[src/rtl/pll_drp_reconfig_if.sv]
// PLLE2_ADV DRP bus bundle (DCLK is the controller clock, not carried here).
// Latency: n/a (wires only).
// Backpressure: the slave holds off the master by delaying drp_drdy.
// Ports (master view): drp_den/drp_dwe strobes, drp_daddr[6:0], drp_di[15:0] out;
//                      drp_do[15:0], drp_drdy in.
interface pll_drp_reconfig_if;
    logic        drp_den;
    logic        drp_dwe;
    logic [6:0]  drp_daddr;
    logic [15:0] drp_di;
    logic [15:0] drp_do;
    logic        drp_drdy;

    modport master (
        output drp_den, drp_dwe, drp_daddr, drp_di,
        input  drp_do, drp_drdy
    );

    modport slave (
        input  drp_den, drp_dwe, drp_daddr, drp_di,
        output drp_do, drp_drdy
    );
endinterface

[src/rtl/pll_drp_reconfig.sv]
// PLLE2_ADV reconfiguration sequencer: boot reset/lock, then per request RMW of a register table over DRP.
// Latency: RST_HOLD cycles of PLL reset, then one read + one write per entry (each waits for DRDY), then LOCKED.
// Backpressure: cfg_req is ignored while busy; each DRP access waits on drp_drdy, bounded by LOCK_TIMEOUT.
// Ports: clk100 (also DCLK), cpu_reset (sync, active high), cfg_req/cfg_sel request,
//        busy/done/error/cur_cfg/locked status, pll_rst/pll_locked to the PLL, drp bus (master modport).
// Optional: define PLL_DRP_READBACK_EN to re-read and verify every written register.
module pll_drp_reconfig #(
    parameter int                      NUM_REGS     = 4,
    parameter logic [NUM_REGS*39-1:0]  CFG0_TABLE   = '0,
    parameter logic [NUM_REGS*39-1:0]  CFG1_TABLE   = '0,
    parameter int                      RST_HOLD     = 8,
    parameter int                      LOCK_TIMEOUT = 50000
) (
    input  logic                       clk100,
    input  logic                       cpu_reset,
    input  logic                       cfg_req,
    input  logic                       cfg_sel,
    output logic                       busy,
    output logic                       done,
    output logic                       error,
    output logic                       cur_cfg,
    output logic                       locked,
    output logic                       pll_rst,
    input  logic                       pll_locked,
    pll_drp_reconfig_if.master         drp
);

    typedef enum logic [3:0] {
        S_BOOT_RST, S_IDLE, S_ASSERT_RST, S_RD, S_RD_WAIT, S_WR, S_WR_WAIT,
        S_VRD, S_VRD_WAIT, S_RELEASE, S_LOCK_WAIT
    } state_t;

    localparam logic [15:0] HOLD_LAST = 16'(RST_HOLD - 1);
    localparam logic [15:0] TMO_LAST  = 16'(LOCK_TIMEOUT - 1);
    localparam logic [2:0]  IDX_LAST  = 3'(NUM_REGS - 1);

    state_t      state_q, state_d;
    logic [15:0] cnt_q, cnt_d;
    logic [2:0]  idx_q, idx_d;
    logic        sel_q, sel_d;
    logic        boot_q, boot_d;
    logic        lock_m_q, lock_s_q;
    logic        done_evt, err_evt;
    logic [38:0] ent;

    logic        busy_q, busy_d, done_q, done_d, error_q, error_d;
    logic        cur_cfg_q, cur_cfg_d, locked_q, locked_d, pll_rst_q, pll_rst_d;
    logic        den_q, den_d, dwe_q, dwe_d;
    logic [6:0]  daddr_q, daddr_d;
    logic [15:0] di_q, di_d;

    // Table entry {addr, mask, data} for a given configuration and index.
    function automatic logic [38:0] entry(input logic sel, input logic [2:0] idx);
        logic [38:0] e;
        e = '0;
        for (int k = 0; k < NUM_REGS; k++) begin
            if (k == int'(idx)) begin
                e = sel ? CFG1_TABLE[k*39 +: 39] : CFG0_TABLE[k*39 +: 39];
            end
        end
        return e;
    endfunction

    // State register and datapath flops.
    always_ff @(posedge clk100) begin
        if (cpu_reset) begin
            state_q   <= S_BOOT_RST;
            cnt_q     <= '0;
            idx_q     <= '0;
            sel_q     <= 1'b0;
            boot_q    <= 1'b1;
            lock_m_q  <= 1'b0;
            lock_s_q  <= 1'b0;
            busy_q    <= 1'b1;
            done_q    <= 1'b0;
            error_q   <= 1'b0;
            cur_cfg_q <= 1'b0;
            locked_q  <= 1'b0;
            pll_rst_q <= 1'b1;
            den_q     <= 1'b0;
            dwe_q     <= 1'b0;
            daddr_q   <= '0;
            di_q      <= '0;
        end else begin
            state_q   <= state_d;
            cnt_q     <= cnt_d;
            idx_q     <= idx_d;
            sel_q     <= sel_d;
            boot_q    <= boot_d;
            lock_m_q  <= pll_locked;
            lock_s_q  <= lock_m_q;
            busy_q    <= busy_d;
            done_q    <= done_d;
            error_q   <= error_d;
            cur_cfg_q <= cur_cfg_d;
            locked_q  <= locked_d;
            pll_rst_q <= pll_rst_d;
            den_q     <= den_d;
            dwe_q     <= dwe_d;
            daddr_q   <= daddr_d;
            di_q      <= di_d;
        end
    end

    // Next-state logic.
    always_comb begin
        state_d  = state_q;
        idx_d    = idx_q;
        sel_d    = sel_q;
        boot_d   = boot_q;
        done_evt = 1'b0;
        err_evt  = 1'b0;
        case (state_q)
            S_BOOT_RST:   if (cnt_q >= HOLD_LAST) state_d = S_LOCK_WAIT;
            S_IDLE: begin
                if (cfg_req) begin
                    sel_d   = cfg_sel;
                    idx_d   = '0;
                    state_d = S_ASSERT_RST;
                end
            end
            S_ASSERT_RST: if (cnt_q >= HOLD_LAST) state_d = S_RD;
            S_RD:         state_d = S_RD_WAIT;
            S_RD_WAIT: begin
                if (drp.drp_drdy) begin
                    state_d = S_WR;
                end else if (cnt_q >= TMO_LAST) begin
                    err_evt = 1'b1;
                    state_d = S_IDLE;
                end
            end
            S_WR:         state_d = S_WR_WAIT;
            S_WR_WAIT: begin
                if (drp.drp_drdy) begin
`ifdef PLL_DRP_READBACK_EN
                    state_d = S_VRD;
`else
                    if (idx_q == IDX_LAST) begin
                        state_d = S_RELEASE;
                    end else begin
                        idx_d   = idx_q + 3'd1;
                        state_d = S_RD;
                    end
`endif
                end else if (cnt_q >= TMO_LAST) begin
                    err_evt = 1'b1;
                    state_d = S_IDLE;
                end
            end
`ifdef PLL_DRP_READBACK_EN
            S_VRD:        state_d = S_VRD_WAIT;
            S_VRD_WAIT: begin
                if (drp.drp_drdy) begin
                    // di_q still holds the value just written to this address.
                    if ((drp.drp_do ^ di_q) != 16'h0000) begin
                        err_evt = 1'b1;
                        state_d = S_IDLE;
                    end else if (idx_q == IDX_LAST) begin
                        state_d = S_RELEASE;
                    end else begin
                        idx_d   = idx_q + 3'd1;
                        state_d = S_RD;
                    end
                end else if (cnt_q >= TMO_LAST) begin
                    err_evt = 1'b1;
                    state_d = S_IDLE;
                end
            end
`endif
            S_RELEASE:    state_d = S_LOCK_WAIT;
            S_LOCK_WAIT: begin
                // Lock wins over a timeout landing in the same cycle.
                if (lock_s_q) begin
                    done_evt = 1'b1;
                    boot_d   = 1'b0;
                    state_d  = S_IDLE;
                end else if (cnt_q >= TMO_LAST) begin
                    err_evt  = 1'b1;
                    boot_d   = 1'b0;
                    state_d  = S_IDLE;
                end
            end
            default:      state_d = S_BOOT_RST;
        endcase
    end

    // Output / datapath next values; all driven from the upcoming state so outputs line up with it.
    always_comb begin
        cnt_d = cnt_q;
        if (state_d != state_q) begin
            cnt_d = '0;
        end else if (state_q inside {S_BOOT_RST, S_ASSERT_RST, S_RD_WAIT, S_WR_WAIT,
                                     S_VRD_WAIT, S_LOCK_WAIT}) begin
            cnt_d = cnt_q + 16'd1;
        end

        ent       = entry(sel_d, idx_d);
        pll_rst_d = state_d inside {S_BOOT_RST, S_ASSERT_RST, S_RD, S_RD_WAIT, S_WR,
                                    S_WR_WAIT, S_VRD, S_VRD_WAIT};
        busy_d    = (state_d != S_IDLE);
        done_d    = done_evt;
        error_d   = err_evt;
        cur_cfg_d = (done_evt && !boot_q) ? sel_q : cur_cfg_q;
        locked_d  = lock_s_q && (state_d == S_IDLE);
        den_d     = state_d inside {S_RD, S_WR, S_VRD};
        dwe_d     = (state_d == S_WR);
        daddr_d   = den_d ? ent[38:32] : daddr_q;

        // Merge is taken straight off drp_do on the read DRDY; mask bit 1 keeps the PLL's bit.
        di_d = di_q;
        if (state_q == S_RD_WAIT && drp.drp_drdy) begin
            di_d = (drp.drp_do & ent[31:16]) | (ent[15:0] & ~ent[31:16]);
        end
    end

    assign busy          = busy_q;
    assign done          = done_q;
    assign error         = error_q;
    assign cur_cfg       = cur_cfg_q;
    assign locked        = locked_q;
    assign pll_rst       = pll_rst_q;
    assign drp.drp_den   = den_q;
    assign drp.drp_dwe   = dwe_q;
    assign drp.drp_daddr = daddr_q;
    assign drp.drp_di    = di_q;

endmodule

[src/flat_wrapper.sv]
// flat-port wrapper written by rule: the top's interface ports become plain ports
module pll_drp_reconfig_flat 
#(
    parameter int                      NUM_REGS     = 4,
    parameter logic [NUM_REGS*39-1:0]  CFG0_TABLE   = '0,
    parameter logic [NUM_REGS*39-1:0]  CFG1_TABLE   = '0,
    parameter int                      RST_HOLD     = 8,
    parameter int                      LOCK_TIMEOUT = 50000
)
  (clk100, cpu_reset, cfg_req, cfg_sel, busy, done, error, cur_cfg, locked, pll_rst, pll_locked, drp_drp_den, drp_drp_dwe, drp_drp_daddr, drp_drp_di, drp_drp_do, drp_drp_drdy);
  pll_drp_reconfig_if drp_i ();
  input  logic clk100;
  input  logic cpu_reset;
  input  logic cfg_req;
  input  logic cfg_sel;
  output logic busy;
  output logic done;
  output logic error;
  output logic cur_cfg;
  output logic locked;
  output logic pll_rst;
  input  logic pll_locked;
  output wire logic [$bits(drp_i.drp_den)-1:0] drp_drp_den;
  output wire logic [$bits(drp_i.drp_dwe)-1:0] drp_drp_dwe;
  output wire logic [$bits(drp_i.drp_daddr)-1:0] drp_drp_daddr;
  output wire logic [$bits(drp_i.drp_di)-1:0] drp_drp_di;
  input wire logic [$bits(drp_i.drp_do)-1:0] drp_drp_do;
  input wire logic [$bits(drp_i.drp_drdy)-1:0] drp_drp_drdy;
  assign drp_drp_den = drp_i.drp_den;
  assign drp_drp_dwe = drp_i.drp_dwe;
  assign drp_drp_daddr = drp_i.drp_daddr;
  assign drp_drp_di = drp_i.drp_di;
  assign drp_i.drp_do = drp_drp_do;
  assign drp_i.drp_drdy = drp_drp_drdy;
  pll_drp_reconfig #(.NUM_REGS(NUM_REGS), .CFG0_TABLE(CFG0_TABLE), .CFG1_TABLE(CFG1_TABLE), .RST_HOLD(RST_HOLD), .LOCK_TIMEOUT(LOCK_TIMEOUT)) u_core (.clk100(clk100), .cpu_reset(cpu_reset), .cfg_req(cfg_req), .cfg_sel(cfg_sel), .busy(busy), .done(done), .error(error), .cur_cfg(cur_cfg), .locked(locked), .pll_rst(pll_rst), .pll_locked(pll_locked), .drp(drp_i));
endmodule
[config.mk]
export PLATFORM = sky130hd
export DESIGN_NAME = pll_drp_reconfig_flat
export DESIGN_NICKNAME = d
export VERILOG_FILES = /design/src/rtl/pll_drp_reconfig_if.sv /design/src/rtl/pll_drp_reconfig.sv /design/src/flat_wrapper.sv
export SDC_FILE = /design/constraint.sdc
export NUM_CORES = 1
export LEC_CHECK = 0
export CAP_MARGIN = 20
export CELL_PAD_IN_SITES_DETAIL_PLACEMENT = 2
export CELL_PAD_IN_SITES_GLOBAL_PLACEMENT = 2
export CORE_UTILIZATION = 28
export CTS_CLUSTER_DIAMETER = 120
export DETAILED_ROUTE_END_ITERATION = 8
export PLACE_DENSITY_LB_ADDON = 0.3
export SLEW_MARGIN = 30
export SYNTH_ARGS = -nofsm -noshare
export SYNTH_HDL_FRONTEND = slang
export SYNTH_SLANG_ARGS = --single-unit
[constraint.sdc]
create_clock -name clk100 -period 2.53 [get_ports clk100]
set_input_delay 0.759 -clock clk100 [delete_from_list [all_inputs] [get_ports clk100]]
set_output_delay 0.759 -clock clk100 [all_outputs]
set_load 0.01 [all_outputs]
==> results of run 1 <==
-- critical path: stages (launching register included) --
cell and delay [ns]:
dfxtp_1 0.37, nor3_2 0.32, a2111oi_4 0.15, buf_4 0.16, o31ai_1 0.26, buf_4 0.16
a21oi_1 0.07, or3_1 0.42, buf_12 0.18, nor3_1 0.20
-- path summary, 6_finish.rpt --
kind / depth (start not counted) / from / endpoint / slack [ns]
hold reg to reg: 1 / u_core.lock_m_q$_SDFF_PP0_ / u_core.lock_s_q$_SDFF_PP0_ / 0.45
setup / recovery: 9 / u_core.cnt_q[4]$_SDFFE_PP0P_ / u_core.cnt_q[4]$_SDFFE_PP0P_ / 0.15
hold / removal: 1 / u_core.lock_m_q$_SDFF_PP0_ / u_core.lock_s_q$_SDFF_PP0_ / 0.45
setup reg to reg: 9 / u_core.cnt_q[4]$_SDFFE_PP0P_ / u_core.cnt_q[4]$_SDFFE_PP0P_ / 0.15
-- cell families after synthesis --
group	Yosys count	share of synthesized area, %
simple gates	104	30.1
buf+inv	38	12.2
flops	35	35.3
compound gates	24	8.88
xor+xnor	15	6.61
mux	8	4.22
fa+ha+maj	4	2.52
other cells	1	0.189
-- layout by cell type (no fill, tap or decap), types with 8 or more instances in the layout --
cell type        synthesis  layout
dfxtp_1                 35      34
nor2_1                  28      28
conb_1                   1      23
buf_4                   24      17
nand2_1                 15      15
xnor2_1                 12      12
clkdlybuf4s50_1          0      12
nor3_2                  11      11
nor3_1                   9       9
nand3_1                  8       8
-- routing by layer --
metal | GRT usage [%] | vias to the layer above | part of all wire (%)
met5 | 0 | - | 0
met4 | 6.21 | 0 | 2.1
met3 | 3.81 | 7 | 3.0
met2 | 25.5 | 28 | 49
met1 | 16.9 | 798 | 46
li1 | - | 802 | -
-- cell usage after synthesis (all sizes together) (3+ instances only) --
library cell	n	area share [%]
nor2b	5	1.6
dfxtp	35	35
ha	4	2.5
nand3	9	2.5
nor3	20	7.8
nor4	6	2.2
a21oi	6	1.5
xnor2	12	5.3
nor3b	3	1.7
xor2	3	1.3
o21ai	4	1.0
mux2i	8	4.2
nand2	15	2.8
nand4	7	2.2
clkbuf	3	0.57
buf	28	10
nor2	28	5.3
inv	7	1.3
-- stage by stage --
stage | total power [mW] | area, um^2 | instances | hold slack, ns
after CTS | 1.11 | 2350 | 354 | 0.456
after global routing | 1.13 | 2370 | 355 | 0.475
after detailed placement | 0.671 | 2260 | 347 | 0.432
after global placement | 0.669 | 2260 | 347 | 0.424
after floorplan | 0.662 | 2070 | 251 | 0.414
final | 1.08 | 2370 | 355 | 0.451
-- layout make-up --
class | count | area [um^2] | area share [%]
sequential | 35 | 702 | 29.6
clock buffer | 6 | 82.6 | 3.49
inverter | 7 | 26.3 | 1.11
timing repair buffer | 32 | 300 | 12.7
tap | 96 | 120 | 5.07
clock inverter | 1 | 5.00 | 0.211
multi-input combinational | 178 | 1130 | 47.8
-- repair_timing --
| item | in CTS | in global routing |
|---|---|---|
| gates resized for setup | 0 | 3 |
| setup buffers | 0 | 1 |
| endpoints found under the hold margin | 0 | 0 |
| setup endpoints to repair | 0 | 16 |
-- power groups by stage --
| stage | combinational [mW] | clock [mW] | sequential (mW) |
|---|---|---|---|
| global placement | 0.0869 | 0 | 0.582 |
| CTS | 0.0890 | 0.448 | 0.570 |
| finish | 0.0880 | 0.420 | 0.570 |
| detailed placement | 0.0884 | 0 | 0.582 |
| floorplan | 0.0825 | 0 | 0.580 |
| global route | 0.0961 | 0.466 | 0.572 |
==> flow_summary_export.csv, run 1 <==
group,metric,value,unit
timing,setup_tns,0,ns
clock_tree,cts-root-buf,"clkbuf_8",
timing,period_minus_slack,2.38,ns
synthesis,synth_cell_types,46,
global_routing,grt-ovfl-total,0,
placement,dpl.hpwl,3760,um
clock_tree,cts.sinks,35,
floorplan,die_h,86.2,um
power,p_per_area,455,nW/um^2
floorplan,core,6830,um^2
job,maxCapViolCount,0,
timing,finalMaxSlewViolations,0,
layout,drive_gt1_share,17.0,%
layout,nets,285,
layout,largest_reg_flops,16,
timing,relSlewSlack,66.2,%
layout,fill_cells,807,
power,power.switching,271,uW
power,power_frac_seq,52.9,%
clock_tree,cts.htree.levels,2,
floorplan,ioPinCount,53,
setup_path,crit_fanout,16,
layout,largest_registers,"u_core.cnt_q (16), u_core.state_q (4), u_core.idx_q (3)",
power,power.share.switching,25.1,%
setup_path,crit_type,"flip-flop to flip-flop",
floorplan,dieWidth,86.2,um
power,power_frac_clock,39.0,%
global_routing,grt_antenna_before_repair,0,
clock_tree,cts_made_buffers,5,
layout,diodes,0,
synthesis,ys_warn_count,0,
timing,rsz0062_at_grt,"false",
timing,tightest_slew,0.507,ns
timing,setup_viol,0,
placement,place.gp.congestion,0.762,
power,p_int,807,uW
setup_path,required,2.73,ns
setup_path,worstSetupEndpointType,"flip-flop",
placement,post-place-ws,-0.268,ns
power,irDropWorstVdd,0.153,mV
clock_tree,clock_latency,0.29,ns
timing,finalCritPeriodShare,94.0,%
outcome,status,"finished clean",
timing,max_freq,420,MHz
timing,fin_skew,0.00563,ns
floorplan,fp-row-count,30,
global_routing,grt_usage,14.6,%
layout,regMostFlops,"u_core.cnt_q",
global_routing,grt_pass1_wl,8280,um
layout,final_util,34.7,%
clock_tree,cts_hold_buf,0,
synthesis,netlist_instances,229,
routing,remaining_drc_errors,0,
synthesis,synth_seq_area_share,35.3,%
synthesis,synth-edff-count,0,
power,combPwrFrac,8.2,%
synthesis,synth-main-ff-cell,"dfxtp_1",
routing,vias,1635,
clock_tree,clockBufferDepth,2,
routing,drtPass1Iterations,4,
power,leakagePower,0.898,nW
setup_path,worst_setup_path_start_kind,"flip-flop",
synthesis,synth_area,1990,um^2
floorplan,initial_utilization,29.1,%
layout,area_delta_synth_final,19.2,%
timing,layout_setup_ws,0.152,ns
synthesis,synthArstFlopShare,0,%
routing,ant_nets,0,
routing,initialDrtViolationCount,32,
global_routing,grt_start_max_net_pins,17,
clock_tree,cts_tree,"built",
routing,wire_per_inst,14.1,um
synthesis,ys_ff_latch,35,
clock_tree,cts.clk_slew.worst_paths,0.07,ns
floorplan,dieArea,7440,um^2
routing,drt_wl_total,5000,um
synthesis,synth_area_per_cell,8.68,um^2
routing,routed_via_density,4.61,
placement,port_buffers,13,
timing,hold_viol,0,
global_routing,grt_pass1_vias,1710,
min_path,hp-class,"flip-flop to flip-flop",
setup_path,arrival,2.58,ns
(Power assumes the default switching activity.)
==> run 2: changes to the inputs <==
--- a/config.mk
+++ b/config.mk
@@ -5,10 +5,11 @@
 export SDC_FILE = /design/constraint.sdc
 export NUM_CORES = 1
 export LEC_CHECK = 0
+export ABC_AREA = 1
 export CAP_MARGIN = 20
 export CELL_PAD_IN_SITES_DETAIL_PLACEMENT = 2
 export CELL_PAD_IN_SITES_GLOBAL_PLACEMENT = 2
-export CORE_UTILIZATION = 28
+export CORE_UTILIZATION = 27
 export CTS_CLUSTER_DIAMETER = 120
 export DETAILED_ROUTE_END_ITERATION = 8
 export PLACE_DENSITY_LB_ADDON = 0.3
==> run 2 against run 1 <==
Compared with the run above: clock skew is essentially flat; worst setup slack gained 0.12 ns; total power grew 0.48%.
==> flow_summary_export.csv, run 2 <==
group,metric,value,unit
outcome,status,"finished clean",
layout,layout_commonest_cell,"nand2_1",
clock_tree,cts-root-buf,"clkbuf_8",
synthesis,ys_ff_latch,35,
routing,remaining_drc_errors,0,
clock_tree,clock_latency,0.28,ns
floorplan,dieArea,8130,um^2
clock_tree,cts_tree,"built",
power,leakagePower,1.04,nW
floorplan,ioPinCount,53,
routing,drtPass1Iterations,4,
global_routing,grt_pass1_vias,1897,
layout,regMostFlops,"u_core.cnt_q",
timing,fin_skew,0.00526,ns
global_routing,grt_antenna_before_repair,0,
layout,diodes,0,
global_routing,grt-ovfl-total,0,
timing,finalMaxSlewViolations,0,
synthesis,synth_compound_area_share,4.29,%
clock_tree,ctsResizeCount,0,
synthesis,yosys.area_share.simple,36.1,%
routing,vias,1778,
floorplan,die_h,90.2,um
layout,fill_cells,913,
routing,ant_nets,0,
clock_tree,cts.htree.levels,2,
timing,setup_viol,0,
synthesis,ys_warn_count,0,
timing,worst_hold_slack,0.414,ns
layout,largest_registers,"u_core.cnt_q (16), u_core.state_q (4), u_core.idx_q (3)",
clock_tree,postCtsSetupRepairBufs,0,
synthesis,synth.top_cell.area_share,33.4,%
clock_tree,cts_hold_buf,0,
layout,layout.cells.most_common_list,"51 x nand2_1, 43 x nor2_1, 39 x inv_1, 35 x dfxtp_1, 23 x conb_1",
synthesis,netlist_instances,295,
placement,placed_cell_area,2260,um^2
timing,rsz0062_at_grt,"false",
setup_path,crit_fanout,16,
synthesis,synth_xor_xnor_area_share,5.42,%
power,irDropWorstVdd,0.256,mV
setup_path,required,2.75,ns
synthesis,synth_cell_types,28,
clock_tree,clockBufferDepth,2,
synthesis,synth_top_family_by_area,"simple AND/OR/NAND/NOR gates",
synthesis,synth_area_per_cell,7.12,um^2
floorplan,initial_utilization,28.5,%
layout,final_util,31.9,%
layout,area_delta_synth_final,12.0,%
floorplan,fp-row-count,31,
routing,routed_via_density,4.31,
synthesis,synth_area_leaders,"dfxtp_1 33%, nand2_1 9.1%, buf_4 8.2%, nor2_1 7.7%, inv_1 7.0%",
timing,finalCritPeriodShare,89.4,%
placement,dpl.hpwl,4110,um
clock_tree,cts_made_buffers,5,
synthesis,yosys.area.top_type,"dfxtp_1",
floorplan,core,7370,um^2
layout,finalInstanceArea,2350,um^2
synthesis,synthAdderAreaFrac,2.38,%
placement,port_buffers,13,
placement,place.gp.congestion,0.749,
setup_path,worst_setup_path_start_kind,"primary input",
global_routing,grt_usage,13.5,%
layout,drive_gt1_share,12.7,%
min_path,hp-class,"flip-flop to flip-flop",
synthesis,synth-main-ff-cell,"dfxtp_1",
layout,largest_reg_flops,16,
clock_tree,cts.sinks,35,
power,power.share.switching,25.8,%
setup_path,crit_type,"primary input to flip-flop",
global_routing,grt_pass1_wl,8830,um
power,power.switching,279,uW
power,combPwrFrac,8.6,%
synthesis,synthArstFlopShare,0,%
setup_path,arrival,2.48,ns
floorplan,dieWidth,90.2,um
synthesis,synth_seq_area_share,33.4,%
power,p_per_area,461,nW/um^2
timing,max_freq,442,MHz
routing,drt_wl_total,5130,um
power,p_int,805,uW
synthesis,yosysMostFrequentCell,"nand2_1",
routing,wire_per_inst,12.4,um
clock_tree,cts.clk_slew.worst_paths,0.07,ns
synthesis,synth-edff-count,0,
timing,period_minus_slack,2.26,ns
routing,initialDrtViolationCount,29,
synthesis,synth_mux_area_share,0.477,%
timing,hold_viol,0,
setup_path,worstSetupEndpointType,"flip-flop",
global_routing,grt_start_max_net_pins,17,
synthesis,synth_area,2100,um^2
layout,nets,340,
job,maxCapViolCount,0,
power,power_frac_seq,52.7,%
synthesis,yosys-top-cells-count,"51 x nand2_1, 43 x nor2_1, 39 x inv_1, 35 x dfxtp_1, 23 x buf_4",
power,power_frac_clock,38.7,%
## run 2: changes by cell type in the layout (fill, tap and decap cells not counted), sizes merged, moves of 5 or more
| cell | delta |
|---|---|
| nor4 | -6 |
| xor2 | +7 |
| nand2 | +42 |
| xnor2 | -9 |
| nor2b | -5 |
| nand3 | +12 |
| nor3 | -7 |
| mux2i | -7 |
| inv | +36 |
| nor2 | +32 |
| buf | -16 |
## run 2: cell families (layout without fill, tap and decap cells)
family	after synthesis	count (layout)
simple gates	156	156
other cells	1	23
buf+inv	70	67
compound gates	15	15
fa+ha+maj	4	4
xor+xnor	13	13
mux	1	1
flops	35	35
## run 2: area by class of cell
type	count	area, um^2	share of cell area (%)
multi-input cells	212	1110	47.2
inverters	44	165	7.03
clock inverters	1	5.00	0.213
clock buffers	6	82.6	3.51
repair buffers	16	165	7.03
well taps	99	124	5.27
flip-flops and latches	35	701	29.8
## run 2: path summary, 6_finish.rpt
kind / startpoint / slack, ns / end / cells past startpoint
worst max-delay path: drp_drp_drdy / 0.27 / u_core.cnt_q[3]$_SDFFE_PP0P_ / 13
worst min-delay path: u_core.lock_m_q$_SDFF_PP0_ / 0.41 / u_core.lock_s_q$_SDFF_PP0_ / 2
worst max register to register: u_core.cnt_q[0]$_SDFFE_PP0P_ / 0.41 / u_core.cnt_q[3]$_SDFFE_PP0P_ / 13
worst min register to register: u_core.lock_m_q$_SDFF_PP0_ / 0.41 / u_core.lock_s_q$_SDFF_PP0_ / 2
## run 2: critical path, cell delays in order
cell             delay (ns)
clkdlybuf4s50_1        0.42
nand2_1                0.07
inv_1                  0.05
nand2_1                0.06
nand2_1                0.05
a21oi_1                0.32
a21oi_1                0.12
nor2_1                 0.12
nand2_1                0.07
nor2_2                 0.09
nand2_2                0.07
buf_12                 0.17
nor2_1                 0.10
## run 2: power by group through the flow
stage               sequential [mW]  combinational [mW]  clock, mW
floorplan                     0.580              0.0991          0
global placement              0.584              0.0916          0
detailed placement            0.584              0.0939          0
CTS                           0.571              0.0949      0.444
global route                  0.572               0.105      0.462
finish                        0.571              0.0935      0.419
## run 2: stage by stage
step | setup TNS, ns | power (mW) | std cells | setup WS [ns]
after floorplan | 0 | 0.679 | 317 | 0.703
after global placement | 0 | 0.675 | 406 | 0.0555
after detailed placement | -0.0133 | 0.678 | 406 | -0.0133
after CTS | 0 | 1.11 | 413 | 0.285
after global routing | 0 | 1.14 | 413 | 0.104
final | 0 | 1.08 | 413 | 0.267
## run 2: per-layer routing
layer  routed length (um)  share of wire, %  vias up  global-route usage (%)
met5                    0                 0        -                       0
met4                   55               1.1        0                    4.44
met3                  158               3.1        5                    2.79
met2                 2390                47       29                    22.7
met1                 2530                49      839                    17.1
li1                     -                 -      905                       -
==> run 3: changes to the inputs <==
--- a/config.mk
+++ b/config.mk
@@ -10,7 +10,7 @@
 export CELL_PAD_IN_SITES_DETAIL_PLACEMENT = 2
 export CELL_PAD_IN_SITES_GLOBAL_PLACEMENT = 2
 export CORE_UTILIZATION = 27
-export CTS_CLUSTER_DIAMETER = 120
+export CTS_CLUSTER_DIAMETER = 200
 export DETAILED_ROUTE_END_ITERATION = 8
 export PLACE_DENSITY_LB_ADDON = 0.3
 export SLEW_MARGIN = 30
==> results of run 3 <==
Final layout, timing and power as in run 2 (identical DEF).
==> RTL change 1, RTL diff (config.mk and constraints of run 1) <==
The option `PLL_DRP_READBACK_EN` is turned on by a define.
--- a/src/rtl/pll_drp_reconfig.sv
+++ b/src/rtl/pll_drp_reconfig.sv
@@ -4,6 +4,8 @@
 // Ports: clk100 (also DCLK), cpu_reset (sync, active high), cfg_req/cfg_sel request,
 //        busy/done/error/cur_cfg/locked status, pll_rst/pll_locked to the PLL, drp bus (master modport).
 // Optional: define PLL_DRP_READBACK_EN to re-read and verify every written register.
+`define PLL_DRP_READBACK_EN
+
 module pll_drp_reconfig #(
     parameter int                      NUM_REGS     = 4,
     parameter logic [NUM_REGS*39-1:0]  CFG0_TABLE   = '0,
Behaviour: no difference found for any inputs over 10 cycles, from zero or initial values and one cycle with cpu_reset high; that may be too few to reach the edited logic, so the function may still have changed.
==> RTL change 1 against run 1 <==
Hold slack improved by 11 ps. Final area increased by 18%. Cell count increased by 11%. Die area grew 6.8%. Total power grew 16%. Global-route usage is 1.3 points higher. Synthesized cell count is 6.1% higher. Wire length grew 20%. Sequential cell count is the same. Worst setup slack worse by 65 ps. Synthesized area up 7.0%. Highest routed layer unchanged.
==> RTL change 1: results (changes against run 1) <==
Synth area leaders dfxtp_1 33%, buf_4 8.5%, nor2_1 5.7%, nor2_4 5.3%, xor2_1 3.7%; leak pwr 1.09 nW (+21%); Synth Area in Compound Gates 10.2% (+1.3 points); setup slack after layout 86.4 ps (-65.2 ps); global-route wire length before repair 9590 um (+16%); Comb group 0.139 mW (+58%); Routability Congestion 0.755 (-0.85%); WL final 6010 um (+20%); # nets final 320 (+12%); crit path max fanout 8 (-8); Place WS -546 ps (-278 ps); number of synthesis warnings 0 (unchanged); Synth Area in XOR/XNOR 5.77% (-0.84 points); Setup Fix Bufs, Post-CTS 1 (+1); number of DRC violations after detailed-routing iteration 0 34 (+6.3%); reg2reg start u_core.cnt_q[0]$_SDFFE_PP0P_; dpl hpwl 4240 um (+13%); Worst path max stage delay 550 ps (+130 ps); critical path data arrival time 2680 ps (+100 ps); Seq group 0.569 mW (about the same); post-synthesis adder-cell area fraction 1.77% (-0.75 points); fill count 840 (+4.1%); register share of total power 45.3% (-7.6 points); commonest cells in the netlist 35 x dfxtp_1, 32 x nor2_1, 24 x buf_4, 19 x nand2_1, 10 x nor2_4; WL/cell 15.2 um (+8.0%); CP max-delay cell or4_4; mux cell area share after synthesis 3.47% (-0.75 points); placed instance count 382 (+10%); DR vias/cell 4.76 (+3.3%); HP Start u_core.boot_q$_SDFFE_PP1P_; Mean Syn Cell Area 8.75 sq um (+0.83%); Netlist cell types 58 (+26%); DP Area 0.00255 sq mm (+13%); Int Pwr 0.941 mW (+17%); r2r setup slk between 150 and 200 ps; VDD IR max 0.232 mV (+52%); largest net degree at the start of global routing 15 (-2); run status finished, final reports clean; vias in the first global route 1,876 (+9.7%); I/O Buffers 29 (+16); sequential cell area fraction in the yosys report 33.0% (-2.3 points); Worst Skew 7.35 ps (+1.72 ps); Hold WS 462 ps (+10.8 ps); share of cells above drive strength 1 27.4% (+10 points)
RTL change 1: area by class of cell:
| cell class | count | area (sq um) | share of cell area, % |
|---|---|---|---|
| well taps | 99 | 124 | 4.42 |
| clock inverters | 2 | 35.0 | 1.25 |
| multi-input cells | 190 | 1330 | 47.4 |
| clock buffers | 6 | 82.6 | 2.94 |
| repair buffers | 57 | 510 | 18.2 |
| flip-flops and latches | 35 | 701 | 25.0 |
| inverters | 6 | 22.5 | 0.803 |
RTL change 1: routing by layer:
metal | GRT usage (%) | share of wire, % | vias to the layer above
met4 | 4.47 | 1.5 | 0
met3 | 2.59 | 3.9 | 8
met1 | 20.6 | 46 | 927
li1 | - | - | 891
met2 | 27.5 | 49 | 54
met5 | 0 | 0 | -
RTL change 1: worst paths after layout:
check	end	cells past startpoint
max	u_core.cnt_q[5]$_SDFFE_PP0P_	7
min	u_core.boot_q$_SDFFE_PP1P_	2
max reg2reg	u_core.busy$_SDFF_PP1_	8
min reg2reg	u_core.boot_q$_SDFFE_PP1P_	2
==> RTL change 2, RTL diff (config.mk and constraints of run 1) <==
Made on the original files. Register the inputs `cfg_req` and `cfg_sel` before use. The logic sees them one clock later. The other inputs are not delayed to match.
--- a/src/rtl/pll_drp_reconfig.sv
+++ b/src/rtl/pll_drp_reconfig.sv
@@ -33,6 +33,14 @@
     localparam logic [15:0] HOLD_LAST = 16'(RST_HOLD - 1);
     localparam logic [15:0] TMO_LAST  = 16'(LOCK_TIMEOUT - 1);
     localparam logic [2:0]  IDX_LAST  = 3'(NUM_REGS - 1);
+
+    logic cfg_req_q;
+    logic cfg_sel_q;
+
+    always_ff @(posedge clk100) begin
+        cfg_req_q <= cfg_req;
+        cfg_sel_q <= cfg_sel;
+    end
 
     state_t      state_q, state_d;
     logic [15:0] cnt_q, cnt_d;
@@ -113,8 +121,8 @@
         case (state_q)
             S_BOOT_RST:   if (cnt_q >= HOLD_LAST) state_d = S_LOCK_WAIT;
             S_IDLE: begin
-                if (cfg_req) begin
-                    sel_d   = cfg_sel;
+                if (cfg_req_q) begin
+                    sel_d   = cfg_sel_q;
                     idx_d   = '0;
                     state_d = S_ASSERT_RST;
                 end
Check against the original RTL: no difference found for any inputs over 10 cycles, from zero or initial values and one cycle with cpu_reset high; that may be too few to reach the edited logic, so the function may still have changed.
==> RTL change 2 against run 1 <==
Final area fell by 2.0%. Sequential cell count rose by 2. Wire length down 3.4%. Largest power group unchanged. Critical endpoint is now u_core.cnt_q[2]$_SDFFE_PP0P_. Sequential share of layout area grew 2.3 points. Total power increased by 6.0%. Hold slack about the same. Synthesized area is 1.0% higher. Global-route usage fell by 0.22 points. Worst setup slack better by 40 ps.
==> RTL change 2: results (changes against run 1) <==
non-clock buffer share of cell area 9.27% (-3.4 points); CTS sink count 37 (+5.7%); mux cell area share after synthesis 2.49% (-1.7 points); WL final 4830 um (-3.4%); WHS Path Cells 1 (unchanged); via count 1,591 (-2.7%); Worst Skew 15.2 ps (+9.60 ps); multi-input combinational cell count 176 (-1.1%); Hold WS 451 ps (-0.301 ps); Non-clk invs 4 (-3); Setup crit end u_core.cnt_q[2]$_SDFFE_PP0P_; number of DRC violations after detailed-routing iteration 0 18 (-44%); Synth Area in XOR/XNOR 6.55% (-0.066 points); Synth area leaders dfxtp_1 37%, buf_4 8.6%, nor2_1 7.7%, xnor2_1 3.5%, xor2_1 3.1%; Routability Congestion 0.839 (+10%); fill count 806 (-0.12%); sequential cell area fraction in the yosys report 36.9% (+1.6 points); r2r worst-path depth 10 (+1); Slew @ Worst Pin 681 ps (+174 ps); share of cells above drive strength 1 15.7% (-1.3 points); grt met1 use 17.0% (+0.17 points); GRT Util Overall 14.4% (-0.22 points); VDD IR max 0.192 mV (+26%); Multi-input gate area 0.00114 sq mm (+0.33%); DP Area 0.00215 sq mm (-5.1%); Place WS -288 ps (-19.4 ps); Netlist cell types 54 (+17%); global-route wire length before repair 8230 um (-0.59%); post-CTS sizing 1 (+1); setup slack after layout 191 ps (+39.7 ps); Synth Area in Compound Gates 12.5% (+3.7 points); DR pass1 iterations 3 (-1); CP max-delay cell or3b_4; switching share of power 27.7% (+2.6 points); post-synthesis adder-cell area fraction 2.49% (-0.025 points); met3 GRT Util 3.43% (-0.38 points); Final clock-cell share 4.04% (+0.35 points); met2 wire len 2470 um (+0.73%); Buffers, non-clock 23 (-28%); dpl hpwl 3530 um (-6.0%); wire length on met3 130 um (-13%); run status finished, final reports clean; non-filler cells, final 344 (-3.1%); Skew-Pair Late Insertion Delay 310 ps (+20 ps); # nets final 273 (-4.2%); diodes inserted 0 (unchanged); crit path launch u_core.cnt_q[0]$_SDFFE_PP0P_; Clock Pin Slew Worst Setup and Hold Paths 90 ps (+20 ps); placed instance count 334 (-3.7%); final core utilization 33.8% (-0.88 points); register area 741 sq um (+5.5%); leak pwr 0.870 nW (-3.0%); vias in the first global route 1,700 (-0.58%)
==> RTL change 2: cell count changes in the layout (fill, tap and decap cells not counted), moves of 3 or more <==
cell / run 1 / this run
nor2_1: 28 / 41
xor2_1: 3 / 7
nand3_1: 8 / 4
nor3_2: 11 / 0
xnor2_1: 12 / 8
inv_1: 7 / 4
nor4_1: 5 / 1
dfxtp_1: 34 / 37
buf_4: 17 / 9
nand2_1: 15 / 12
==> RTL change 2: kinds of logic (layout without fill, tap and decap cells) <==
group	count (synthesis)	count (layout)
AND/OR/NAND/NOR	96	96
adder cells (fa/ha/maj)	4	4
AO/OA/AOI/OAI	33	33
XOR/XNOR	15	15
other	1	23
flip-flops	37	37
buffers and inverters	35	35
multiplexers	5	5
==> RTL change 2: power by group through the flow <==
stage	combinational, mW	clock, mW	sequential [mW]
2_1_floorplan	0.0815	0	0.615
3_3_place_gp	0.0807	0	0.615
3_5_place_dp	0.0821	0	0.616
4_1_cts	0.0821	0.474	0.602
5_1_grt	0.0984	0.493	0.604
6_report	0.0864	0.455	0.602
